[config.mk]
export PLATFORM = sky130hd
export DESIGN_NAME = ui_button_press_decoder
export DESIGN_NICKNAME = d
export VERILOG_FILES = /design/src/rtl/ui_pkg.sv /design/src/rtl/ui_cycle_timer.sv /design/src/rtl/ui_button_press_decoder.sv
export SDC_FILE = /design/constraint.sdc
export NUM_CORES = 1
export LEC_CHECK = 0
export ABC_CLOCK_PERIOD_IN_PS = 2920
export CORE_MARGIN = 5
export CORE_UTILIZATION = 30
export DETAILED_ROUTE_END_ITERATION = 6
export PLACE_DENSITY_LB_ADDON = 0.15
export SYNTH_ARGS = -nofsm -noshare
export SYNTH_HDL_FRONTEND = slang
export SYNTH_SLANG_ARGS = --single-unit
[constraint.sdc]
create_clock -name clock_50Mhz -period 2.92 [get_ports clock_50Mhz]
set_input_delay 0.584 -clock clock_50Mhz [delete_from_list [all_inputs] [get_ports clock_50Mhz]]
set_output_delay 0.584 -clock clock_50Mhz [all_outputs]
set_load 0.02 [all_outputs]
[src/rtl/ui_pkg.sv]
// rtl/ui_pkg.sv - shared types and constants for the button press decoder
//
// Contents:
//   ui_press_state_t      : decoder FSM states (IDLE, PRESSED, LONG_HELD)
//   UI_LONG_CYCLES_DEF    : default long-press qualification time in clocks
//   UI_REPEAT_CYCLES_DEF  : default auto-repeat period in clocks
//   uiCounterWidth()      : width of a counter able to hold both periods

package ui_pkg;

    typedef enum logic [1:0] {
        IDLE      = 2'd0,
        PRESSED   = 2'd1,
        LONG_HELD = 2'd2
    } ui_press_state_t;

    localparam int UI_LONG_CYCLES_DEF   = 25_000_000;
    localparam int UI_REPEAT_CYCLES_DEF = 5_000_000;

    // One counter serves both the long-press and the repeat interval, so it
    // is sized for whichever of the two is larger.
    function automatic int uiCounterWidth(input int longCycles, input int repeatCycles);
        int maxCycles;
        maxCycles = (longCycles > repeatCycles) ? longCycles : repeatCycles;
        return $clog2(maxCycles + 1);
    endfunction

endpackage

[src/rtl/ui_cycle_timer.sv]
// rtl/ui_cycle_timer.sv - clearable cycle counter with terminal-count compare
//
// Ports:
//   clock_50Mhz : in  clock
//   reset_n     : in  asynchronous active-low reset, clears the count
//   clear       : in  synchronous clear (wins over enable)
//   enable      : in  count up by one this cycle
//   tcValue     : in  terminal-count compare value
//   tc          : out high while the count equals tcValue

module ui_cycle_timer #(
    parameter int WIDTH = 8
) (
    input  logic             clock_50Mhz,
    input  logic             reset_n,
    input  logic             clear,
    input  logic             enable,
    input  logic [WIDTH-1:0] tcValue,
    output logic             tc
);

    logic [WIDTH-1:0] cnt;

    always_ff @(posedge clock_50Mhz or negedge reset_n) begin
        if (!reset_n) begin
            cnt <= '0;
        end else if (clear) begin
            cnt <= '0;
        end else if (enable) begin
            cnt <= cnt + WIDTH'(1);
        end
    end

    assign tc = (cnt == tcValue);

endmodule

[src/rtl/ui_button_press_decoder.sv]
// rtl/ui_button_press_decoder.sv - classifies button presses as short, long and auto-repeat
//
// Ports:
//   clock_50Mhz  : in  sole clock
//   reset_n      : in  asynchronous active-low reset
//   button_n     : in  smoothed active-low button (0 = pressed), already glitch-free
//   short_press  : out one-cycle pulse, press released before qualifying as long
//   long_press   : out one-cycle pulse, press held for LONG_CYCLES
//   repeat_pulse : out one-cycle pulse every REPEAT_CYCLES while still held after long
//   held         : out level, high while in LONG_HELD
//   press_count  : out number of press starts, modulo 256

module ui_button_press_decoder
    import ui_pkg::*;
#(
    parameter int LONG_CYCLES   = UI_LONG_CYCLES_DEF,
    parameter int REPEAT_CYCLES = UI_REPEAT_CYCLES_DEF
) (
    input  logic       clock_50Mhz,
    input  logic       reset_n,
    input  logic       button_n,
    output logic       short_press,
    output logic       long_press,
    output logic       repeat_pulse,
    output logic       held,
    output logic [7:0] press_count
);

    localparam int CNT_W = uiCounterWidth(LONG_CYCLES, REPEAT_CYCLES);
    localparam logic [CNT_W-1:0] LONG_TC   = CNT_W'(LONG_CYCLES - 1);
    localparam logic [CNT_W-1:0] REPEAT_TC = CNT_W'(REPEAT_CYCLES - 1);

    ui_press_state_t  state;
    logic             btn_q;
    logic             timerClear;
    logic             timerEnable;
    logic [CNT_W-1:0] tcValue;
    logic             tc;

    // Timer control mirrors the FSM decisions below: the count restarts on
    // every press start, long qualification and repeat, and otherwise runs
    // while the button stays down.
    always_comb begin
        timerClear  = 1'b0;
        timerEnable = 1'b0;
        tcValue     = LONG_TC;
        case (state)
            IDLE: begin
                timerClear = ~btn_q;
            end
            PRESSED: begin
                if (!btn_q) begin
                    timerClear  = tc;
                    timerEnable = ~tc;
                end
            end
            LONG_HELD: begin
                tcValue = REPEAT_TC;
                if (!btn_q) begin
                    timerClear  = tc;
                    timerEnable = ~tc;
                end
            end
            default: begin
                timerClear = 1'b1;
            end
        endcase
    end

    ui_cycle_timer #(
        .WIDTH(CNT_W)
    ) cycleTimer (
        .clock_50Mhz(clock_50Mhz),
        .reset_n    (reset_n),
        .clear      (timerClear),
        .enable     (timerEnable),
        .tcValue    (tcValue),
        .tc         (tc)
    );

    // btn_q resets to "released" so a button already down at reset release
    // is seen as a fresh press two edges later.
    always_ff @(posedge clock_50Mhz or negedge reset_n) begin
        if (!reset_n) begin
            state        <= IDLE;
            btn_q        <= 1'b1;
            short_press  <= 1'b0;
            long_press   <= 1'b0;
            repeat_pulse <= 1'b0;
            held         <= 1'b0;
            press_count  <= 8'd0;
        end else begin
            btn_q        <= button_n;
            short_press  <= 1'b0;
            long_press   <= 1'b0;
            repeat_pulse <= 1'b0;
            case (state)
                IDLE: begin
                    if (!btn_q) begin
                        state       <= PRESSED;
                        press_count <= press_count + 8'd1;
                    end
                end
                PRESSED: begin
                    // Release is tested first so it wins over a coincident
                    // long-press threshold.
                    if (btn_q) begin
                        state       <= IDLE;
                        short_press <= 1'b1;
                    end else if (tc) begin
                        state      <= LONG_HELD;
                        long_press <= 1'b1;
                        held       <= 1'b1;
                    end
                end
                LONG_HELD: begin
                    if (btn_q) begin
                        state <= IDLE;
                        held  <= 1'b0;
                    end else if (tc) begin
                        repeat_pulse <= 1'b1;
                    end
                end
                default: begin
                    state <= IDLE;
                    held  <= 1'b0;
                end
            endcase
        end
    end

endmodule

==> Yosys cells after proc, flatten, opt, wreduce, memory -nomap -nowiden <==
Index checks and enable logic that the tools add are counted.
{ "op_classes": {"n_mux": 22, "addsub": 2, "reduce_logical": 6, "eq_ne": 8, "bitwise_logic": 3} }
{ "op_table": {"columns": ["op", "count"], "rows": [
  ["$mux 25", 3],
  ["$add 25x1->25 const B", 1],
  ["$eq 25x25->1", 1],
  ["$mux 1", 12],
  ["$add 8x1->8 const B", 1],
  ["$mux 2", 4],
  ["$ne 2x2->1 const B", 4],
  ["$pmux 2 s3", 1],
  ["$reduce_and 4->1", 1],
  ["$ne 3x3->1 const B", 1],
  ["$not 1->1", 3],
  ["$pmux 1 s3", 1],
  ["$reduce_and 3->1", 1],
  ["$eq 2x1->1 const B", 1],
  ["$eq 2x2->1 const B", 1],
  ["$logic_not 2->1", 1],
  ["$pmux 1 s2", 1],
  ["$reduce_and 2->1", 1],
  ["$reduce_bool 2->1", 1],
  ["$reduce_or 2->1", 1]
]} }
{ "word_totals": {"output_inout_bits": 12, "register_bits": 40, "in_bits": 3, "elab_cells": 49} }

==> Logic depth before layout (Yosys ltp) <==
Gate-level depths: netlist of the first run.
{ "logic_depth": {"depth_word": 8, "mapped_depth": 10, "mapped_depth_nobuf": 7} }

==> Hierarchy <==
From an unflattened synthesis of the first run, not the netlist that was laid out.
{ "unflattened": {"hier_cells": 234, "area_unflattened_um2": 2364.8} }
{ "modules_own_cells": {"columns": ["module", "seq_area_each_um2", "n_inst", "area_per_inst_um2", "cells_each"], "rows": [
  ["ui_cycle_timer", 625.6, 1, 1596.5, 170],
  ["ui_button_press_decoder", 376.6, 1, 768.2, 64]
]} }

==> Least setup slack after synthesis of the first run <==
OpenSTA, ideal clock, no wires.
{ "synth_timing": {"path_kind": "register to register", "startpoint": "reg state[0]", "endpoint": "reg cycleTimer.cnt[12]", "setup_time_ns": 0.126, "arrival_time_ns": 2.451, "t_required_ns": 2.794, "path_stages_with_launch": 10, "period_less_slack_ns": 2.578, "path_buffers": 2, "setup_slack_ns": 0.342, "cell_sequence": "dfrtp_1 inv_1 ha_1 buf_4 or4b_1 o22a_1 or4_1 buf_2 and4_4 a311o_1"} }
{ "synth_between": {"elab_chain_len": 7, "word_cells_on_any_way": 13, "cone_classes": "eq/ne (3); mux (6); bitwise (1); reduce/logical (3)"} }
{ "synth_lines": {"columns": ["element", "line", "source"], "rows": [
  ["start, declared", "ui_button_press_decoder.sv:33", "ui_press_state_t state;"],
  ["start signal, assigned", "ui_button_press_decoder.sv:85", "state <= IDLE;"],
  ["start signal, assigned", "ui_button_press_decoder.sv:100", "state <= PRESSED;"],
  ["start signal, assigned", "ui_button_press_decoder.sv:108", "state <= IDLE;"],
  ["$eq 2x2->1", "ui_button_press_decoder.sv:47", "case (state)"],
  ["$mux 25", "ui_button_press_decoder.sv:47", null],
  ["$eq 25x25->1", "ui_cycle_timer.sv:34", "assign tc = (cnt == tcValue);"],
  ["$not 1->1", "ui_button_press_decoder.sv:54, ui_button_press_decoder.sv:61", null],
  ["$mux 1", "ui_button_press_decoder.sv:52, ui_button_press_decoder.sv:59", null],
  ["$mux 1", null, null],
  ["$reduce_bool 2->1 (no line)", null, null],
  ["end signal, assigned", "ui_cycle_timer.sv:30", "cnt <= cnt + WIDTH'(1);"],
  ["end, declared", "ui_cycle_timer.sv:22", "logic [WIDTH-1:0] cnt;"]
]} }
Parallel ways exist; a longest one is shown, timed or not.
A chain may end at the register's enable or synchronous reset.

==> Worst setup path in the final report of the first run <==
{ "layout_timing": {"startpoint": "reg state[0]", "endpoint": "reg state[0]"} }
{ "layout_between": {"elab_chain_len": 5, "word_cells_on_any_way": 10, "cone_classes": "eq/ne (6); mux (2); reduce/logical (2)"} }
{ "layout_lines": {"columns": ["element", "line"], "rows": [
  ["$eq 2x2->1", "ui_button_press_decoder.sv:47, ui_button_press_decoder.sv:97"],
  ["$mux 25", "ui_button_press_decoder.sv:47"],
  ["$eq 25x25->1", "ui_cycle_timer.sv:34"],
  ["$ne 3x3->1 (no line)", null],
  ["$reduce_and 3->1 (no line)", null]
]} }
Parallel ways exist; a longest one is shown, timed or not.

==> metrics.md, run 1 <==
| Metric | Value |
|---|---|
| Outcome | complete, no violations |
| Post-DRT Antenna Nets | 0 |
| Cell variety after synth | between 50 and 60 |
| Total number of vias | between 1500 and 2000 |
| Critical path buffers and inverters | 2 |
| Max clock buf depth | 2 |
| Simple-gate share of the synthesized area | a little under a third |
| Post-synthesis mux area share | less than 1% |
| CP arrival | a little under 3 ns |
| All-Layer GR Usage | a little over an eighth |
| Initial antenna violation count | 0 |
| Worst setup EP type | register |
| Final Slew Violations | 0 |
| Die Span Y | 96.1 um |
| Post-synth ARST share | between 90% and 100% |
| Pre-antenna DRT Iters | 4 |
| Peak VDD IR | between 0.2 and 0.25 mV |
| Reg power frac | a little over two fifths |
| Post-layout minimum cycle time | 2.71 ns |
| Least-Margin Pin Slew | 0.922 ns |
| Share of cells above drive strength 1 | 8.71% |
| CTS tree | done |
| Final hold vios | 0 |
| P_sw | between 500 and 600 uW |
| Post-CTS Hold Buffers | 0 |
| Crit. path cell count | 8 |
| Drt wl/cell | about 16 um |
| Core Area | 7250 um2 |
| Global placement routability congestion | ~0.82 |
| # DRC | 0 |
| Clock latency on the worst-skew pair | 0.29 ns |
| Synthesized area | 2220 um2 |
| Post-CTS sizing | 0 |
| Ant diodes | 0 |
| Final net count | about 270 |
| Pleak | 0.00104 uW |
| Synth Flop Type | dfrtp_1 |
| Share of power burned in combinational logic | 27.8% |
| Die Width | 96.1 um |
| Final worst-path cycle share | 92.9% |
| Ys Warns | 0 |
| Crit Path Max Fanout | 8 |
| Syn_area_per_cell | roughly 9.2 um2 |
| CP peak stage delay | 0.66 ns |
| Number of buffers created by CTS | 5 |
| Commonest non-fill, non-tap cell in the layout | dfrtp_1 |
| Yosys reg bits | 40 |
| R2r worst-path depth | 8 |
| Final setup violation count | 0 |
| H-tree levels | 2 |
| Post-synthesis compound-gate area fraction | 13.1% |
| Die area | 9230 um2 |
| Number of global-route vias before repair | 1857 |
| Commonest non-fill, non-tap cells in the layout | 39 x dfrtp_1, 30 x nand3_1, 21 x nand2_1, 13 x nor2_1, 13 x clkdlybuf4s50_1 |
| Routed wire length | 5.65 mm |
| Slowest cell on crit path | or4_1 |
| First-pass GRT wire length | 9.64 mm |
| Switching Share | roughly a third |
| Post-Syn Nets | about 250 |
| Crit-path leading delay family | simple AND/OR/NAND/NOR gates |
| Startpoint Class | register |
| Port bufs | 14 |
| Synth Area in XOR/XNOR | 3.94% |
| HP Class | input port to asynchronous set/reset pin |
| Initial DRC count | 72 |
| Mapped Cells | roughly 240 |
| Maxcap violations | 0 |
| Postcts setup bufs | 0 |
| RSZ-0062 raised after global routing | no |
| Crit-path cells | inv_1, ha_1, or4b_1, o22a_1, or4_1, buf_4, a211oi_1, a221o_1 |
| F_max | 369 MHz |
| Sequential area share after synthesis | 45.1% |
| Row cnt | 31 |
| Power Internal | 1130 uW |
| Drt via density | 5.36 |
| Total I/O pin count | 15 |
| Initial cell density of the core | between 30 and 40% |
| Relative slew slack | 38.5% |
| Post-Synth Adder-Cell Area | 3.38% |
| Critical Path RT | ~3.2 ns |
| Root Driver | clkbuf_8 |
| CTS sink count | 40 |
| Clock slew at reported path FFs | 0.08 ns |
| Clock network fraction of total power | 30.0% |
| GRT overflow | 0 |
| Hold WS | between 0.4 and 0.5 ns |
| HPWL after DPL | between 4 and 5 mm |
| Largest family of logic cells by synthesized area | simple AND/OR/NAND/NOR gates |
| Power per cell area | 636 nW/um2 |
| Fin Setup TNS | 0 ns |
| Critical path class | register to register |
| Post-synth EDFFs | 0 |
| Post-Route Skew | 0.00661 ns |
| Largest net degree at the start of global routing | 41 |
| Layout Area Growth over Synthesis | 18.7% |
-- per-stage QoR --
stage / setup WS (ns) / area [um2] / cells / util (%) / total power, uW
2_1_floorplan: 0.342 / 2220 / 242 / - / 991
3_3_place_gp: 0.288 / 2510 / 355 / 34.7 / 1180
3_5_place_dp: 0.236 / 2510 / 355 / 34.7 / 1190
4_1_cts: 0.209 / 2640 / 363 / 36.4 / 1700
5_1_grt: 0.0428 / 2640 / 363 / 36.4 / 1770
6_report: 0.208 / 2640 / 363 / 36.4 / 1680
-- synth_stat cells, types with 2 or more instances --
master    instances  area, um2
dfrtp_1          39        976
nand3_1          30        150
nand2_1          21       78.8
nor2_1           13       48.8
o21ai_0          12       60.1
nand4_1          10       62.6
nor3_1            9       45.0
nor4_1            7       43.8
or4_1             7       52.6
a21oi_1           6       30.0
a31oi_1           6       37.5
ha_1              6       75.1
inv_1             6       22.5
xor2_1            6       52.6
clkbuf_1          5       18.8
a211oi_1          4       30.0
nand2b_1          4       25.0
nor2b_1           4       25.0
xnor2_1           4       35.0
or3_1             3       18.8
a311oi_1          2       17.5
and2_1            2       12.5
and3_1            2       12.5
buf_1             2       7.51
buf_2             2       10.0
nand3b_1          2       15.0
nor4b_1           2       17.5
nor4bb_1          2       20.0
o211ai_1          2       15.0
-- logic make-up after synthesis --
family	Yosys count
multiplexers	2
buffers and inverters	16
flip-flops	40
AND/OR/NAND/NOR	124
AO/OA/AOI/OAI	44
adder cells (fa/ha/maj)	6
XOR/XNOR	10
-- state kept, by name (all words and copies together), names as in the netlist --
signal and flops:
short_press 1, repeat_pulse 1, press_count 8, btn_q 1, cycleTimer.cnt 25, state 2
long_press 1, held 1
-- power by group through the flow --
stage	logic, uW	clock network, uW	registers, uW
after floorplan	230	0	761
after global placement	463	0	720
after detailed placement	470	0	722
after CTS	471	520	711
after global routing	511	540	721
final	466	504	709
-- worst paths after layout --
path	slack, ns	from	end
min in group clock_50Mhz	0.47	press_count[7]$_DFFE_PN0P_	press_count[7]$_DFFE_PN0P_
hold / removal	0.43	reset_n	press_count[2]$_DFFE_PN0P_
max in group asynchronous	1.92	reset_n	cycleTimer.cnt[21]$_DFFE_PN0P_
hold reg to reg	0.47	press_count[7]$_DFFE_PN0P_	press_count[7]$_DFFE_PN0P_
setup / recovery	0.21	state[0]$_DFFE_PN0P_	state[0]$_DFFE_PN0P_
setup reg to reg	0.21	state[0]$_DFFE_PN0P_	state[0]$_DFFE_PN0P_
-- cell type report --
| cell class | count | area (um2) |
|---|---|---|
| fill | 767 | 4610 |
| multi-input combinational | 186 | 1150 |
| sequential | 40 | 1000 |
| timing repair buffer | 24 | 210 |
| tap | 99 | 124 |
| clock buffer | 7 | 96.3 |
| clock inverter | 1 | 30.0 |
| inverter | 6 | 22.5 |
-- metal layers --
metal / part of all wire (%) / vias up / global-route usage (%)
met5: 0 / - / 0
li1: - / 952 / -
met1: 49 / 956 / 18.9
met4: 0.83 / 0 / 3.79
met2: 47 / 32 / 21.2
met3: 3.2 / 4 / 2.58
Power figures use the tool's default switching activity.
==> inputs of run 2 (changes only) <==
- ABC_AREA: not set -> 1
==> run 2 against run 1 <==
Net effect:
- first-iteration DRC count grew 47%
- flip-flop and latch count is the same
- sequential power shrank 2%
- combinational power grew 41%
- clock-buffer cell count shrank 1
- clock power shrank 24%
- critical endpoint is now cycleTimer.cnt[20]$_DFFE_PN0P_
==> metrics.md, run 2 <==
| Metric | Value |
|---|---|
| CP peak stage delay | 0.49 ns (-0.17 ns) |
| Most common cell in the netlist | nand2_1 |
| Crit-path cells | inv_1, ha_1, inv_1, nor2_1, nand3_1, nand2_1, nand2_1, inv_2, nand2_2, nand3_1, nand2_1, clkinv_1, nor2_1 |
| Max Used Layer | met4 |
| Largest net degree at the start of global routing | 41 (unchanged) |
| Layout Area Growth over Synthesis | 12.5% |
| Worst setup EP type | register |
| Final net count | 397 (+46%) |
| Outcome | complete, no violations |
| Die Width | 103 um (+7.4%) |
| Peak VDD IR | 0.318 mV (+51%) |
| Core Area | 8590 um2 (+18%) |
| Fill cell count | 944 (+23%) |
| Post-synth ARST share | 100% (unchanged) |
| Die Span Y | 103 um (+7.4%) |
| Post-Syn Nets | 382 (+52%) |
| Commonest non-fill, non-tap cells in the layout | 115 x nand2_1, 55 x nor2_1, 52 x inv_1, 39 x dfrtp_1, 26 x nand4_1 |
| Power per cell area | 591 nW/um2 (-7.0%) |
| CP dominant cell by count | nand2_1 |
| Routed wire length | 6.47 mm (+14%) |
| Mapped Cells | 373 (+54%) |
| Total I/O pin count | 15 (unchanged) |
| Fin worst setup slack | 0.889 ns (+0.681 ns) |
| Commonest non-fill, non-tap cell in the layout | nand2_1 |
| Startpoint Class | register |
| Post-layout minimum cycle time | 2.03 ns (-0.681 ns) |
| Clock latency on the worst-skew pair | 0.30 ns (about the same) |
| Least-Margin Pin Slew | 0.906 ns (-0.0162 ns) |
| Routed wire length on met3 | 208 um (+14%) |
| Clock slew at reported path FFs | 0.08 ns (about the same) |
| Fin Setup TNS | 0 ns (unchanged) |
| Cell type with the largest total area after synthesis | dfrtp_1 |
| # DRC | 0 (unchanged) |
| Post-CTS Hold Buffers | 0 (unchanged) |
| Initial DRC count | 106 (+47%) |
| Global placement routability congestion | 0.857 (+4.0%) |
| CTS tree | done |
| Pleak | 0.00153 uW (+48%) |
| Initial antenna violation count | 0 (unchanged) |
| Post-CTS sizing | 0 (unchanged) |
| Number of buffers created by CTS | 5 (unchanged) |
| Crit Path Max Fanout | 31 (+23) |
| Ant diodes | 0 (unchanged) |
| Post-DRT Antenna Nets | 0 (unchanged) |
| Synth Flop Type | dfrtp_1 |
| Pre-antenna DRT Iters | 4 (unchanged) |
| All-Layer GR Usage | 13.8% (+0.32 points) |
| Initial cell density of the core | 30.3% (-0.31 points) |
| RSZ-0062 raised after global routing | no |
| HPWL after DPL | 4.65 mm (+14%) |
| Area fraction of the dominant cell type after synthesis | 37.4% (-6.5 points) |
| Syn_area_per_cell | 6.99 um2 (-24%) |
| Drt via density | 4.56 (-15%) |
| Post-synth top cells | 115 x nand2_1, 55 x nor2_1, 52 x inv_1 |
| Yosys reg bits | 40 (unchanged) |
| Synthesized area | 2610 um2 (+17%) |
| Maxcap violations | 0 (unchanged) |
| Total number of vias | 2265 (+17%) |
| H-tree levels | 2 (unchanged) |
| Root Driver | clkbuf_8 |
| Met1 wire length | 3.23 mm (+17%) |
| Largest register FFs | 25 (unchanged) |
| Final setup violation count | 0 (unchanged) |
| Post-synth EDFFs | 0 (unchanged) |
| Drt wl/cell | 13.0 um (-16%) |
| Biggest register | cycleTimer.cnt |
| Critical path class | register to register |
| F_max | 492 MHz (+34%) |
| Largest regs | cycleTimer.cnt x25, press_count x8, state x2 |
| CP arrival | 2.27 ns (-0.67 ns) |
| GRT overflow | 0 (unchanged) |
| Post-Route Skew | 0.00587 ns (-0.000741 ns) |
| Final hold vios | 0 (unchanged) |
| First-pass GRT wire length | 11.4 mm (+19%) |
| Die area | 10700 um2 (+15%) |
| Met2 WL | 2.95 mm (+11%) |
| Sequential area share after synthesis | 38.4% (-6.6 points) |
| Ys Warns | 0 (unchanged) |
| Critical Path RT | 3.16 ns (about the same) |
| Final Slew Violations | 0 (unchanged) |
| Port bufs | 14 (unchanged) |
| Max clock buf depth | 2 (unchanged) |
| Row cnt | 34 (+9.7%) |
| Final worst-path cycle share | 69.5% (-23 points) |
| Place WS | 0.863 ns (+0.628 ns) |
| HP Class | input port to asynchronous set/reset pin |
| Postcts setup bufs | 0 (unchanged) |
| Share of cells above drive strength 1 | 6.68% (-2.0 points) |
| Dominant cells by area after synthesis | dfrtp_1 37%, nand2_1 17%, nor2_1 7.9% |
| CTS sink count | 40 (unchanged) |
| Cell variety after synth | 28 (-45%) |
| Number of global-route vias before repair | 2306 (+24%) |
| Slowest cell on crit path | nand2_2 |
| Relative slew slack | 39.6% (+1.1 points) |
## run 2: final timing paths
kind | start | to | slack (ns) | cells past startpoint
min | reset_n | cycleTimer.cnt[14]$_DFFE_PN0P_ | 0.41 | 1
min reg2reg | press_count[7]$_DFFE_PN0P_ | press_count[7]$_DFFE_PN0P_ | 0.48 | 1
max in group asynchronous | reset_n | cycleTimer.cnt[16]$_DFFE_PN0P_ | 1.95 | 1
max reg2reg | state[0]$_DFFE_PN0P_ | cycleTimer.cnt[20]$_DFFE_PN0P_ | 0.89 | 13
max | state[0]$_DFFE_PN0P_ | cycleTimer.cnt[20]$_DFFE_PN0P_ | 0.89 | 13
min in group clock_50Mhz | press_count[7]$_DFFE_PN0P_ | press_count[7]$_DFFE_PN0P_ | 0.48 | 1
## run 2: layout make-up
type | count | area, um2 | share of cell area [%]
well taps | 108 | 135 | 4.61
repair buffers | 16 | 150 | 5.12
clock inverters | 2 | 12.5 | 0.426
clock buffers | 6 | 72.6 | 2.47
inverters | 57 | 214 | 7.29
flip-flops and latches | 40 | 1000 | 34.2
multi-input cells | 268 | 1350 | 45.9
## run 2: critical path: cells and delay by family (launching register included)
kind,cells,cell delay (ns)
AND/OR/NAND/NOR,8,1.07
flip-flops,1,0.40
buffers and inverters,4,0.26
adder cells (fa/ha/maj),1,0.22
## run 2: logic make-up after synthesis
group	share of synthesized area, %
compound gates	2.35
xor+xnor	7.05
fa+ha+maj	2.88
buf+inv	9.88
flops	38.4
mux	0.432
simple gates	39.0
## run 2: layer usage
metal	global-route usage, %	vias up
li1	-	1192
met1	19.0	1030
met2	22.1	35
met3	2.55	8
met4	4.48	0
met5	0	-
## run 2: metrics by stage
step / hold WS, ns / utilization, % / cells / total power [uW] / instance area, um2
5_1_grt: 0.490 / 34.1 / 497 / 1880 / 2930
4_1_cts: 0.447 / 34.1 / 497 / 1780 / 2930
6_report: 0.408 / 34.1 / 497 / 1730 / 2930
3_3_place_gp: 0.470 / 33.2 / 489 / 1370 / 2850
3_5_place_dp: 0.473 / 33.2 / 489 / 1380 / 2850
2_1_floorplan: 0.288 / - / 373 / 1120 / 2610
## run 2: power by group
group | total [uW] | switching, uW | internal (uW)
Combinational | 657 | 438 | 219
Sequential | 695 | 70.2 | 625
Clock | 382 | 215 | 167
==> inputs of run 3 (changes only) <==
- ABC_CLOCK_PERIOD_IN_PS: 2920 -> 1990
- clock period: 2.92 -> 1.99 ns (I/O delays scaled with it)
==> run 3 against run 2 <==
Net effect:
- utilization grew 0.82 points
- clock skew increased by 0.0031 ns
- worst setup slack got worse by 0.64 ns
- final cell count up 1.2%
- register-to-register slack got worse by 0.64 ns
- power rose by 49%
- highest routed layer unchanged
- critical endpoint is now press_count[0]
- clock power increased by 46%
- largest cell class unchanged
==> metrics.md, run 3 (synthesis results as in run 2) <==
| Metric | Value |
|---|---|
| Worst r2r dst | cycleTimer.cnt[20]$_DFFE_PN0P_ |
| Least-Margin Pin Slew | 0.525 ns (-0.380 ns) |
| Outcome | complete, no violations |
| Largest net degree at the start of global routing | 41 (unchanged) |
| Commonest non-fill, non-tap cells in the layout | 115 x nand2_1, 55 x nor2_1, 52 x inv_1, 39 x dfrtp_1, 26 x nand4_1 |
| Final worst-path cycle share | between 80% and 90% |
| Biggest register | cycleTimer.cnt |
| Post-Route Skew | 0.00901 ns (+0.00314 ns) |
| Global placement routability congestion | 0.829 (-3.3%) |
| Initial antenna violation count | 0 (unchanged) |
| Power per cell area | 863 nW/um2 (+46%) |
| Crit Path Max Fanout | 4 (-87%) |
| CTS tree | done |
| Number of buffers created by CTS | 5 (unchanged) |
| Crit. path cell count | 1 (-12) |
| Die area | 10700 um2 (unchanged) |
| Largest regs | cycleTimer.cnt x25, press_count x8, state x2 |
| Clock latency on the worst-skew pair | 0.29 ns (about the same) |
| Pre-antenna DRT Iters | 4 (unchanged) |
| Total I/O pin count | 15 (unchanged) |
| Placed cells | 495 (+1.2%) |
| First-pass GRT wire length | 11.6 mm (+1.7%) |
| Die Width | 103 um (unchanged) |
| Fin Setup TNS | 0 ns (unchanged) |
| H-tree levels | 2 (unchanged) |
| Post-CTS Hold Buffers | 0 (unchanged) |
| Post-DRT Antenna Nets | 0 (unchanged) |
| Fill cell count | 940 (-0.42%) |
| R2r worst-path depth | 14 (+1) |
| Drt wl/cell | 13.0 um (-0.49%) |
| GRT overflow | 0 (unchanged) |
| Port bufs | 14 (unchanged) |
| RR Startpoint | state[0]$_DFFE_PN0P_ |
| CP peak stage delay | 0.63 ns (+0.14 ns) |
| Crit-path cells | clkdlybuf4s50_1 |
| Relative slew slack | 65.0% (+25 points) |
| Postcts setup bufs | 0 (unchanged) |
| Post-layout minimum cycle time | 1.74 ns |
| FF-to-FF setup slack | 0.25 ns (-0.64 ns) |
| Drt via density | 4.54 (-0.32%) |
| Total number of vias | 2285 (+0.88%) |
| Commonest non-fill, non-tap cell in the layout | nand2_1 |
| Number of global-route vias before repair | 2357 (+2.2%) |
| Clock slew at reported path FFs | 0.09 ns (about the same) |
| CP arrival | 1.35 ns (-0.92 ns) |
| F_max | 573 MHz |
| Routed wire length | 6.52 mm (+0.71%) |
| Max clock buf depth | 2 (unchanged) |
| Root Driver | clkbuf_8 |
| Maxcap violations | 0 (unchanged) |
| Core Area | 8590 um2 (unchanged) |
| Final setup violation count | 0 (unchanged) |
| Ant diodes | 0 (unchanged) |
| Worst setup EP type | primary output |
| Critical path class | register to primary output |
| Initial DRC count | 115 (+8.5%) |
| Final Slew Violations | 0 (unchanged) |
| Layout Area Growth over Synthesis | 15.2% |
| Crit-path leading delay family | buffers and inverters |
| Initial cell density of the core | 30.3% (unchanged) |
| Die Span Y | 103 um (unchanged) |
| HP Class | input port to asynchronous set/reset pin |
| Critical Path RT | 1.59 ns (-1.57 ns) |
| CTS sink count | 40 (unchanged) |
| Final hold vios | 0 (unchanged) |
| Row cnt | 34 (unchanged) |
| Final net count | 403 (+1.5%) |
| Final Non-Filler Cells | 503 (+1.2%) |
| All-Layer GR Usage | 13.8% (-0.044 points) |
| Slowest cell on crit path | clkdlybuf4s50_1 |
| RSZ-0062 raised after global routing | no |
| HPWL after DPL | 4.86 mm (+4.5%) |
| Peak VDD IR | 0.531 mV (+67%) |
| Post-CTS sizing | 0 (unchanged) |
| Critical path buffers and inverters | 1 (-3) |
| Pleak | 0.00157 uW (+2.6%) |
| Startpoint Class | register |
| # DRC | 0 (unchanged) |
| Share of cells above drive strength 1 | 8.10% (+1.4 points) |
| Largest register FFs | 25 (unchanged) |
-- run 3: routing by layer --
| metal | track usage [%] | vias up | wire [um] |
|---|---|---|---|
| li1 | - | 1202 | - |
| met1 | 19.0 | 1046 | 3270 |
| met2 | 23.0 | 33 | 3020 |
| met3 | 2.41 | 4 | 187 |
| met4 | 2.39 | 0 | 40 |
| met5 | 0 | - | 0 |
-- run 3: final cells by class --
type | instances | area, um2 | area share [%]
Multi-Input combinational cell | 268 | 1350 | 44.9
Sequential cell | 40 | 1000 | 33.4
Timing Repair Buffer | 22 | 220 | 7.33
Inverter | 57 | 214 | 7.12
Tap cell | 108 | 135 | 4.50
Clock buffer | 6 | 72.6 | 2.42
Clock inverter | 2 | 12.5 | 0.416
-- run 3: worst max-delay path by stage --
stage / from / end / slack (ns)
floorplan: cycleTimer.cnt[0]$_DFFE_PN0P_ / state[0]$_DFFE_PN0P_ / 0.42
global placement: state[0]$_DFFE_PN0P_ / state[1]$_DFFE_PN0P_ / 0.28
detailed placement: state[0]$_DFFE_PN0P_ / cycleTimer.cnt[20]$_DFFE_PN0P_ / 0.25
CTS: state[0]$_DFFE_PN0P_ / cycleTimer.cnt[20]$_DFFE_PN0P_ / 0.22
global route: state[0]$_DFFE_PN0P_ / cycleTimer.cnt[20]$_DFFE_PN0P_ / 0.03
finish: press_count[0]$_DFFE_PN0P_ / press_count[0] / 0.25
-- run 3: per-stage QoR --
stage / utilization (%) / worst slack (ns) / hold slack [ns] / total power [uW] / area [um2]
5_1_grt: 35.0 / 0.0267 / 0.214 / 2810 / 3000
3_3_place_gp: 34.0 / 0.283 / 0.469 / 2080 / 2920
4_1_cts: 35.0 / 0.221 / 0.186 / 2650 / 3000
3_5_place_dp: 34.0 / 0.252 / 0.479 / 2080 / 2920
6_report: 35.0 / 0.246 / 0.168 / 2590 / 3000
2_1_floorplan: - / 0.418 / 0.102 / 1650 / 2610
-- run 3: where the power goes --
part	total [uW]	switching, uW	internal (uW)
Sequential	1010	94.6	917
Clock	556	310	246
Combinational	1020	652	372
